===== config.mk =====
export PLATFORM = sky130hd
export DESIGN_NAME = score_display_renderer_flat
export DESIGN_NICKNAME = d
export VERILOG_FILES = /design/src/rtl/score_display_renderer_if.sv /design/src/rtl/score_display_renderer.sv /design/src/flat_wrapper.sv
export SDC_FILE = /design/constraint.sdc
export NUM_CORES = 1
export LEC_CHECK = 0
export ABC_AREA = 1
export CAP_MARGIN = 20
export CELL_PAD_IN_SITES_DETAIL_PLACEMENT = 1
export CELL_PAD_IN_SITES_GLOBAL_PLACEMENT = 1
export CORE_ASPECT_RATIO = 1.2
export CORE_MARGIN = 2
export CORE_UTILIZATION = 44
export CTS_CLUSTER_DIAMETER = 120
export DETAILED_ROUTE_END_ITERATION = 8
export PLACE_DENSITY = 0.8
export SYNTH_ARGS = -nofsm -noshare
export SYNTH_HDL_FRONTEND = slang
export SYNTH_SLANG_ARGS = --single-unit

===== constraint.sdc =====
create_clock -name clk -period 2.2 [get_ports clk]
set_input_delay 0.66 -clock clk [delete_from_list [all_inputs] [get_ports clk]]
set_output_delay 0.66 -clock clk [all_outputs]
set_load 0.01 [all_outputs]

===== src/rtl/score_display_renderer_if.sv =====
// Score / pixel bus between the frame pipeline and the seven-segment score renderer.
interface score_display_renderer_if #(
  parameter int unsigned SCORE_W = 7,
  parameter int unsigned COORD_W = 12
);
  logic               score_valid;
  logic [SCORE_W-1:0] score_in;
  logic               score_ready;
  logic [COORD_W-1:0] origin_x;
  logic [COORD_W-1:0] origin_y;
  logic               frame_start;
  logic               blink_en;
  logic               pix_valid;
  logic [COORD_W-1:0] pix_x;
  logic [COORD_W-1:0] pix_y;
  logic               pix_on_valid;
  logic               pix_on;

  modport master (
    output score_valid, score_in, origin_x, origin_y, frame_start, blink_en,
    output pix_valid, pix_x, pix_y,
    input  score_ready, pix_on_valid, pix_on
  );

  modport slave (
    input  score_valid, score_in, origin_x, origin_y, frame_start, blink_en,
    input  pix_valid, pix_x, pix_y,
    output score_ready, pix_on_valid, pix_on
  );
endinterface


===== src/rtl/score_display_renderer.sv =====
// Seven-segment score renderer: serial double-dabble conversion, frame-synchronous
// commit, leading-zero blanking, saturation, blink, and a 2-stage per-pixel hit pipeline.
module score_display_renderer #(
  parameter int unsigned NUM_DIGITS   = 2,
  parameter int unsigned SCORE_W      = 7,
  parameter int unsigned COORD_W      = 12,
  parameter int unsigned SEG_W        = 100,
  parameter int unsigned SEG_H        = 100,
  parameter int unsigned SEG_T        = 10,
  parameter int unsigned DIGIT_PITCH  = 160,
  parameter int unsigned BLANK_LZ     = 1,
  parameter int unsigned BLINK_FRAMES = 30
) (
  input logic clk,
  input logic rst,
  score_display_renderer_if.slave bus
);

  localparam int unsigned DigW   = 4 * NUM_DIGITS;
  localparam int unsigned CntW   = (SCORE_W > 1) ? $clog2(SCORE_W) : 1;
  localparam int unsigned BlinkW = (BLINK_FRAMES > 1) ? $clog2(BLINK_FRAMES) : 1;
  localparam int unsigned Limit  = 10 ** NUM_DIGITS;

  typedef enum logic [1:0] {StIdle, StConv, StPend} state_e;
  // Two guard bits keep segment centres above/left of the origin from wrapping.
  typedef logic signed [COORD_W+1:0] coord_t;

  localparam coord_t HalfW = coord_t'(SEG_W / 2);
  localparam coord_t HalfH = coord_t'(SEG_H / 2);
  localparam coord_t HalfT = coord_t'(SEG_T / 2);
  localparam coord_t SegH  = coord_t'(SEG_H);

  function automatic logic in_box(coord_t px, coord_t py, coord_t sx, coord_t sy,
                                  coord_t hw, coord_t hh);
    coord_t dx, dy;
    dx = px - sx;
    dy = py - sy;
    if (dx < 0) dx = -dx;
    if (dy < 0) dy = -dy;
    return (dx <= hw) && (dy <= hh);
  endfunction

  // Bit 0 = segment a ... bit 6 = segment g.
  function automatic logic [6:0] seg_hits(coord_t px, coord_t py, coord_t cx, coord_t cy);
    logic [6:0] h;
    h[0] = in_box(px, py, cx,         cy - SegH,  HalfW, HalfT);
    h[1] = in_box(px, py, cx + HalfW, cy - HalfH, HalfT, HalfH);
    h[2] = in_box(px, py, cx + HalfW, cy + HalfH, HalfT, HalfH);
    h[3] = in_box(px, py, cx,         cy + SegH,  HalfW, HalfT);
    h[4] = in_box(px, py, cx - HalfW, cy + HalfH, HalfT, HalfH);
    h[5] = in_box(px, py, cx - HalfW, cy - HalfH, HalfT, HalfH);
    h[6] = in_box(px, py, cx,         cy,         HalfW, HalfT);
    return h;
  endfunction

  function automatic logic [6:0] seg_decode(logic [3:0] d);
    logic [6:0] m;
    unique case (d)
      4'd0:    m = 7'b0111111;
      4'd1:    m = 7'b0000110;
      4'd2:    m = 7'b1011011;
      4'd3:    m = 7'b1001111;
      4'd4:    m = 7'b1100110;
      4'd5:    m = 7'b1101101;
      4'd6:    m = 7'b1111101;
      4'd7:    m = 7'b0000111;
      4'd8:    m = 7'b1111111;
      4'd9:    m = 7'b1101111;
      default: m = 7'b0000000;
    endcase
    return m;
  endfunction

  state_e                   state_q, state_d;
  logic [SCORE_W-1:0]       bin_q;
  logic [DigW-1:0]          bcd_q, bcd_adj, disp_q;
  logic [CntW-1:0]          cnt_q;
  logic                     sat_q;
  logic [BlinkW-1:0]        blink_cnt_q;
  logic                     phase_q;
  logic [7*NUM_DIGITS-1:0]  hit_d, hit_q;
  logic                     pv_q, pix_on_valid_q, pix_on_q;
  logic                     lit, lead;
  logic [3:0]               dig;
  logic [6:0]               mask;
  coord_t                   px, py, ox, oy;

  assign px = coord_t'({2'b00, bus.pix_x});
  assign py = coord_t'({2'b00, bus.pix_y});
  assign ox = coord_t'({2'b00, bus.origin_x});
  assign oy = coord_t'({2'b00, bus.origin_y});

  // FSM state register.
  always_ff @(posedge clk or posedge rst) begin
    if (rst) state_q <= StIdle;
    else     state_q <= state_d;
  end

  // FSM next state: accept, convert for SCORE_W cycles, wait for a frame boundary.
  always_comb begin
    state_d = state_q;
    unique case (state_q)
      StIdle:  if (bus.score_valid) state_d = StConv;
      StConv:  if (cnt_q == CntW'(SCORE_W - 1)) state_d = StPend;
      StPend:  if (bus.frame_start) state_d = StIdle;
      default: state_d = StIdle;
    endcase
  end

  // FSM outputs.
  always_comb begin
    bus.score_ready = (state_q == StIdle);
  end

  // Double-dabble add-3 correction on every BCD digit.
  always_comb begin
    bcd_adj = bcd_q;
    for (int j = 0; j < int'(NUM_DIGITS); j++) begin
      if (bcd_q[4*j +: 4] >= 4'd5) bcd_adj[4*j +: 4] = bcd_q[4*j +: 4] + 4'd3;
    end
  end

  // Conversion datapath: latch on accept, then shift one binary bit per CONV cycle.
  always_ff @(posedge clk or posedge rst) begin
    if (rst) begin
      bin_q <= '0;
      bcd_q <= '0;
      cnt_q <= '0;
      sat_q <= 1'b0;
    end else if (state_q == StIdle && bus.score_valid) begin
      bin_q <= bus.score_in;
      bcd_q <= '0;
      cnt_q <= '0;
      sat_q <= (32'(bus.score_in) >= Limit);
    end else if (state_q == StConv) begin
      bin_q <= bin_q << 1;
      bcd_q <= {bcd_adj[DigW-2:0], bin_q[SCORE_W-1]};
      cnt_q <= cnt_q + CntW'(1);
    end
  end

  // Display commit and blink phase; both only move on frame_start.
  always_ff @(posedge clk or posedge rst) begin
    if (rst) begin
      disp_q      <= '0;
      blink_cnt_q <= '0;
      phase_q     <= 1'b0;
    end else begin
      if (state_q == StPend && bus.frame_start) begin
        disp_q <= sat_q ? {NUM_DIGITS{4'd9}} : bcd_q;
      end
      if (!bus.blink_en) begin
        blink_cnt_q <= '0;
        phase_q     <= 1'b0;
      end else if (bus.frame_start) begin
        if (blink_cnt_q == BlinkW'(BLINK_FRAMES - 1)) begin
          blink_cnt_q <= '0;
          phase_q     <= ~phase_q;
        end else begin
          blink_cnt_q <= blink_cnt_q + BlinkW'(1);
        end
      end
    end
  end

  // Stage 1 geometry: raw segment hits for every digit.
  always_comb begin
    hit_d = '0;
    for (int i = 0; i < int'(NUM_DIGITS); i++) begin
      hit_d[7*i +: 7] = seg_hits(px, py, ox + coord_t'(i * int'(DIGIT_PITCH)), oy);
    end
  end

  // Stage 2 masking: decoded segments with leading-zero blanking, OR-reduced.
  always_comb begin
    lit  = 1'b0;
    lead = 1'b1;
    dig  = '0;
    mask = '0;
    for (int i = 0; i < int'(NUM_DIGITS); i++) begin
      dig  = disp_q[4*(int'(NUM_DIGITS) - 1 - i) +: 4];
      mask = seg_decode(dig);
      if ((BLANK_LZ != 0) && lead && (dig == 4'd0) && (i < int'(NUM_DIGITS) - 1)) mask = '0;
      if (dig != 4'd0) lead = 1'b0;
      lit = lit | (|(hit_q[7*i +: 7] & mask));
    end
  end

  // Pixel pipeline registers.
  always_ff @(posedge clk or posedge rst) begin
    if (rst) begin
      hit_q          <= '0;
      pv_q           <= 1'b0;
      pix_on_valid_q <= 1'b0;
      pix_on_q       <= 1'b0;
    end else begin
      hit_q          <= hit_d;
      pv_q           <= bus.pix_valid;
      pix_on_valid_q <= pv_q;
      pix_on_q       <= pv_q & lit & ~phase_q;
    end
  end

  assign bus.pix_on_valid = pix_on_valid_q;
  assign bus.pix_on       = pix_on_q;

endmodule


===== src/flat_wrapper.sv =====
// flat-port wrapper written by rule: the top's interface ports become plain ports
module score_display_renderer_flat 
#(
  parameter int unsigned NUM_DIGITS   = 2,
  parameter int unsigned SCORE_W      = 7,
  parameter int unsigned COORD_W      = 12,
  parameter int unsigned SEG_W        = 100,
  parameter int unsigned SEG_H        = 100,
  parameter int unsigned SEG_T        = 10,
  parameter int unsigned DIGIT_PITCH  = 160,
  parameter int unsigned BLANK_LZ     = 1,
  parameter int unsigned BLINK_FRAMES = 30
)
  (clk, rst, bus_score_valid, bus_score_in, bus_origin_x, bus_origin_y, bus_frame_start, bus_blink_en, bus_pix_valid, bus_pix_x, bus_pix_y, bus_score_ready, bus_pix_on_valid, bus_pix_on);
  score_display_renderer_if #(.SCORE_W(SCORE_W), .COORD_W(COORD_W)) bus_i ();
  input logic clk;
  input logic rst;
  input wire logic [$bits(bus_i.score_valid)-1:0] bus_score_valid;
  input wire logic [$bits(bus_i.score_in)-1:0] bus_score_in;
  input wire logic [$bits(bus_i.origin_x)-1:0] bus_origin_x;
  input wire logic [$bits(bus_i.origin_y)-1:0] bus_origin_y;
  input wire logic [$bits(bus_i.frame_start)-1:0] bus_frame_start;
  input wire logic [$bits(bus_i.blink_en)-1:0] bus_blink_en;
  input wire logic [$bits(bus_i.pix_valid)-1:0] bus_pix_valid;
  input wire logic [$bits(bus_i.pix_x)-1:0] bus_pix_x;
  input wire logic [$bits(bus_i.pix_y)-1:0] bus_pix_y;
  output wire logic [$bits(bus_i.score_ready)-1:0] bus_score_ready;
  output wire logic [$bits(bus_i.pix_on_valid)-1:0] bus_pix_on_valid;
  output wire logic [$bits(bus_i.pix_on)-1:0] bus_pix_on;
  assign bus_i.score_valid = bus_score_valid;
  assign bus_i.score_in = bus_score_in;
  assign bus_i.origin_x = bus_origin_x;
  assign bus_i.origin_y = bus_origin_y;
  assign bus_i.frame_start = bus_frame_start;
  assign bus_i.blink_en = bus_blink_en;
  assign bus_i.pix_valid = bus_pix_valid;
  assign bus_i.pix_x = bus_pix_x;
  assign bus_i.pix_y = bus_pix_y;
  assign bus_score_ready = bus_i.score_ready;
  assign bus_pix_on_valid = bus_i.pix_on_valid;
  assign bus_pix_on = bus_i.pix_on;
  score_display_renderer #(.NUM_DIGITS(NUM_DIGITS), .SCORE_W(SCORE_W), .COORD_W(COORD_W), .SEG_W(SEG_W), .SEG_H(SEG_H), .SEG_T(SEG_T), .DIGIT_PITCH(DIGIT_PITCH), .BLANK_LZ(BLANK_LZ), .BLINK_FRAMES(BLINK_FRAMES)) u_core (.clk(clk), .rst(rst), .bus(bus_i));
endmodule

==> results of run 1 <==
==> synth_stat cells (all sizes together) (5+ instances only) <==
| library cell | n |
|---|---|
| or2 | 9 |
| nor3 | 28 |
| o22ai | 7 |
| clkbuf | 5 |
| ha | 179 |
| buf | 11 |
| a21oi | 92 |
| nand2 | 900 |
| o21ai | 89 |
| nand3 | 272 |
| a31oi | 9 |
| xnor2 | 20 |
| xor2 | 59 |
| fa | 24 |
| dfrtp | 52 |
| o21bai | 15 |
| o211ai | 5 |
| inv | 472 |
| nor2 | 254 |
| nand4 | 57 |
| nand3b | 23 |
==> logic make-up after synthesis <==
kind of cell    count (synthesis)  synth area share
flops                          52            0.0886
fa+ha+maj                     203             0.185
compound gates                235            0.0952
buf+inv                       489             0.129
simple gates                 1547             0.453
xor+xnor                       79            0.0492
==> stage by stage <==
| stage | util | instance area, um2 |
|---|---|---|
| 3_5_place_dp | 0.620 | 20400 |
| 3_3_place_gp | 0.620 | 20400 |
| 2_1_floorplan | - | 15100 |
==> reports/results.ini, run 1 <==
[outcome]
status = did not finish
last-stage-reached = 4_1_cts
run.stop_error = [ERROR DPL-0033] detailed placement checks failed during check placement.

[synthesis]
synthesis.instances = 2605
synth_sequential_area_ratio = 0.0886
ys_seq_elements = 52
synthesis.nets = 2869
netlist_top_cells_area = nand2_1 22%, ha_1 15%, inv_1 11%
syn_area_per_cell_um2 = 5.64
top_cell_type_s_share_of_synthesized_area = 0.222
yosysWarningCount = 0
async_flop_share = 1.00
synth_edf_count = 0
syn_area_um2 = 14700
largest_area_contributor_in_the_synthesized_netlist = nand2_1
synth.distinct_cells = 55
postSynth.topFlopCell = dfrtp_1

[clock_network]
cts_htree_levels = 2
cts_sinks = 52
buffers_inserted_by_post_cts_timing_repair = 123
clockRootBuffer = clkbuf_16
cts-resized-gates = 666
cts-buffers-inserted = 5
cts-root-to-sink-buffers = 2
hold_buffers = 0

[place]
pre_cts_slack_ns = -2.28
port-buffer-count = 63
dp_cells = 3658
dp_hpwl_um = 59700
place.gp.congestion = 0.923

[floorplan]
initial_utilization = 0.445
ios = 64
die_width_um = 171
fp.dieH_um = 204
floorplan.rows = 73

==> inputs of run 2 (changes only) <==
- CELL_PAD_IN_SITES_DETAIL_PLACEMENT: 1 -> default
- CELL_PAD_IN_SITES_GLOBAL_PLACEMENT: 1 -> default
- CORE_ASPECT_RATIO: 1.2 -> default
- CORE_UTILIZATION: 44 -> 35
- CTS_CLUSTER_DIAMETER: 120 -> default
- PLACE_DENSITY: 0.8 -> default
- PLACE_DENSITY_LB_ADDON: default -> 0.15
==> run 2 against run 1 <==
- the flow now finishes, with violations (setup timing)
- synthesized area did not move
- synthesized cell count stayed put
==> reports/results.ini, run 2 <==
[synthesis]
ys_seq_elements = 52  ; unchanged
synth_edf_count = 0  ; unchanged
post_synth_most_frequent_cells = 870 x nand2_1, 446 x inv_1, 264 x nand3_1  ; unchanged
syn_area_per_cell_um2 = 5.64  ; unchanged
synth.distinct_cells = 55  ; unchanged
syn_area_um2 = 14700  ; unchanged
top_cell_type_s_share_of_synthesized_area = 0.222  ; unchanged
synth.most_common_cell = nand2_1  ; unchanged
largest_area_contributor_in_the_synthesized_netlist = nand2_1  ; unchanged
yosysWarningCount = 0  ; unchanged
netlist_top_cells_area = nand2_1 22%, ha_1 15%, inv_1 11%  ; unchanged
synthesis.instances = 2605  ; unchanged
synthesis.nets = 2869  ; unchanged
synth_sequential_area_ratio = 0.0886  ; unchanged
postSynth.topFlopCell = dfrtp_1  ; unchanged
async_flop_share = 1.00  ; unchanged

[global_route]
globalRouteOverflowTotal = 0
grt_pass1_wl_um = 85000
grt_start_max_net_pins = 19
initial_antenna_violation_count = 0
grt.total_usage = 0.233
via_count_of_the_first_global_routing_pass = 18100

[outcome]
failing_checks = setup timing
status = complete, but fails checks  ; was did not finish

[sta]
max-slew-margin-rel = 0.604
worst_clock_skew_ns = 0.00463
max_clock_freq_mhz = 299
rsz0062_at_grt = yes
setup_total_negative_slack_ns = -14.04
finalHoldViolations = 0
report.final.slew_viol_count = 0
timing.final.setup_violations = 14
fin_crit_ns = 3.34
postLayoutSetupSlackWorst_ns = -1.14
final.hold.worst_slack_ns = 0.383
finalCritPeriodShare = 1.52
worst_pin_slew_ns = 0.593

[min_path]
holdCritPathClass = reg -> reg
timing.hold.worst.start = u_core.pv_q
holdPathEnd = u_core.bus.pix_on_valid
hold_path_depth = 0

[clock_network]
cts.clk_slew.worst_paths_ns = 0.07
cts_sinks = 52  ; unchanged
clkLatencyLatePin_ns = 0.29
tritoncts = yes
cts-buffers-inserted = 5  ; unchanged
cts_htree_levels = 2  ; unchanged
cts-root-to-sink-buffers = 2  ; unchanged
clockRootBuffer = clkbuf_16  ; unchanged

[route]
drc = 0
vias = 18700
firstDrtPassIters = 5
drt_first_iter_violations = 984
wirelength_um = 52600
wire_per_inst_um = 13.6
detail_route.vias_per_cell = 4.83
ant_nets = 0

[worst_setup_path]
critical_path.reg2reg.endpoint = u_core.bus.pix_on
critical_path.slowest_cell = ha_1
r2r_start = u_core.disp_q[1]
worstPathArrival_ns = 3.58
critical_path_required_ns = 2.44
critical-path-max-stage-delay_ns = 0.34
r2r_cells = 8
timing.critical_path.from_type = input port
rrSetupSlack_ns = 0.26
worst_path_maximum_fanout = 4
endpoint_kind = flop
path_class = in -> reg
cpMostUsedCell = nand2_2

[floorplan]
core-area_um2 = 41700
initial_utilization = 0.352  ; was 0.445
dieArea_um2 = 43600
die_width_um = 209  ; was 171 um
floorplan.rows = 75  ; was 73
ios = 64  ; unchanged
fp.dieH_um = 209  ; was 204 um

[final_layout]
mostFrequentLayoutCells = 732 x nand2_1, 610 x buf_4, 376 x inv_1, 219 x nand3_1, 151 x nor2_1
multi_input_area_um2 = 13900
largest-register = u_core.hit_q
antennaDiodeCount = 0
largest_registers = u_core.hit_q (14), u_core.bcd_q (8), u_core.disp_q (8)
largest_register_ff_count = 14
fill_count = 4113
layout.cells.most_common = nand2_1
finish.net_count = 3588
fraction_of_final_layout_cells_with_drive_strength_greater_than_1 = 0.397
synthToLayoutAreaGrowth_pct = 61.5
sequential_area_um2 = 1300

[place]
place.gp.congestion = 0.946  ; was 0.923
pre_cts_slack_ns = -2.08  ; was -2.28 ns
dp_hpwl_um = 43100  ; was 59700 um
port-buffer-count = 63  ; unchanged

[pwr]
peakVddDrop_mv = 0.385
power_leakage_nw = 12.6
power.density_nw_per_um2 = 553

[job]
max_cap_viol_count = 0

[run 2: cell counts after synthesis]
No cell type changed its count.
[run 2: timing repair]
action | CTS | global route
hold buffers | 0 | 0
setup endpoints to repair | 14 | 15
resized for setup | 465 | 289
setup buffers | 70 | 26
pin swaps | 221 | 171
gates cloned | 2 | 1
[run 2: worst max path at each step]
stage | start | endpoint | slack (ns) | depth (start not counted)
after floorplan | bus_origin_x[6] | u_core.hit_q[9] | -1.02 | 23
after global placement | bus_origin_x[6] | u_core.hit_q[11] | -2.00 | 24
after detailed placement | bus_origin_y[2] | u_core.hit_q[1] | -2.08 | 24
after CTS | bus_origin_y[2] | u_core.hit_q[8] | -1.12 | 23
after global routing | bus_origin_x[6] | u_core.hit_q[11] | -1.31 | 24
final | bus_origin_y[2] | u_core.hit_q[1] | -1.14 | 25
[run 2: area by class of cell]
class / count / area share
Inverter: 473 / 0.0779
Tap cell: 539 / 0.0285
Sequential cell: 52 / 0.0550
Clock inverter: 2 / 0.00164
Timing Repair Buffer: 726 / 0.246
Multi-Input combinational cell: 2065 / 0.585
Clock buffer: 6 / 0.00544
Timing Repair inverter: 1 / 0.000264
[run 2: logic make-up (layout without fill, tap and decap cells)]
kind of cell,count (synthesis),count (layout),synth area share
adders and majority gates,203,203,0.185
buffers and inverters,489,1208,0.129
AOI/OAI and AO/OA,235,236,0.0952
DFF,52,52,0.0886
xor gates and xnor gates,79,79,0.0492
and+or+nand+nor,1547,1547,0.453
[run 2: report_power, final]
group | total (W) | switching [W] | internal, W
Sequential | 0.00146 | 0.000232 | 0.00123
Clock | 0.000884 | 0.000343 | 0.000542
Combinational | 0.0108 | 0.00589 | 0.00487
[run 2: layer usage]
layer | vias up | track usage | share of wire
met4 | 0 | 0.0463 | 0.020
met3 | 72 | 0.0155 | 0.034
met1 | 8608 | 0.299 | 0.45
li1 | 9656 | - | -
met5 | - | 0 | 0
met2 | 338 | 0.428 | 0.49
[run 2: metrics by stage]
step	power [W]	std cells	cell area (um2)	util
final	0.0131	3864	23700	0.569
after global routing	0.0144	3864	23700	0.569
after CTS	0.0124	3838	22500	0.541
after detailed placement	0.0106	3760	20700	0.496
after floorplan	0.00694	2605	15100	-
after global placement	0.0104	3760	20700	0.496
[run 2: critical path: cells and delay by family]
family | cells | cell delay [ns]
adder cells (fa/ha/maj) | 2 | 0.49
XOR/XNOR | 2 | 0.33
AND/OR/NAND/NOR | 14 | 1.27
buffers and inverters | 7 | 0.82
(Power assumes the default switching activity.)
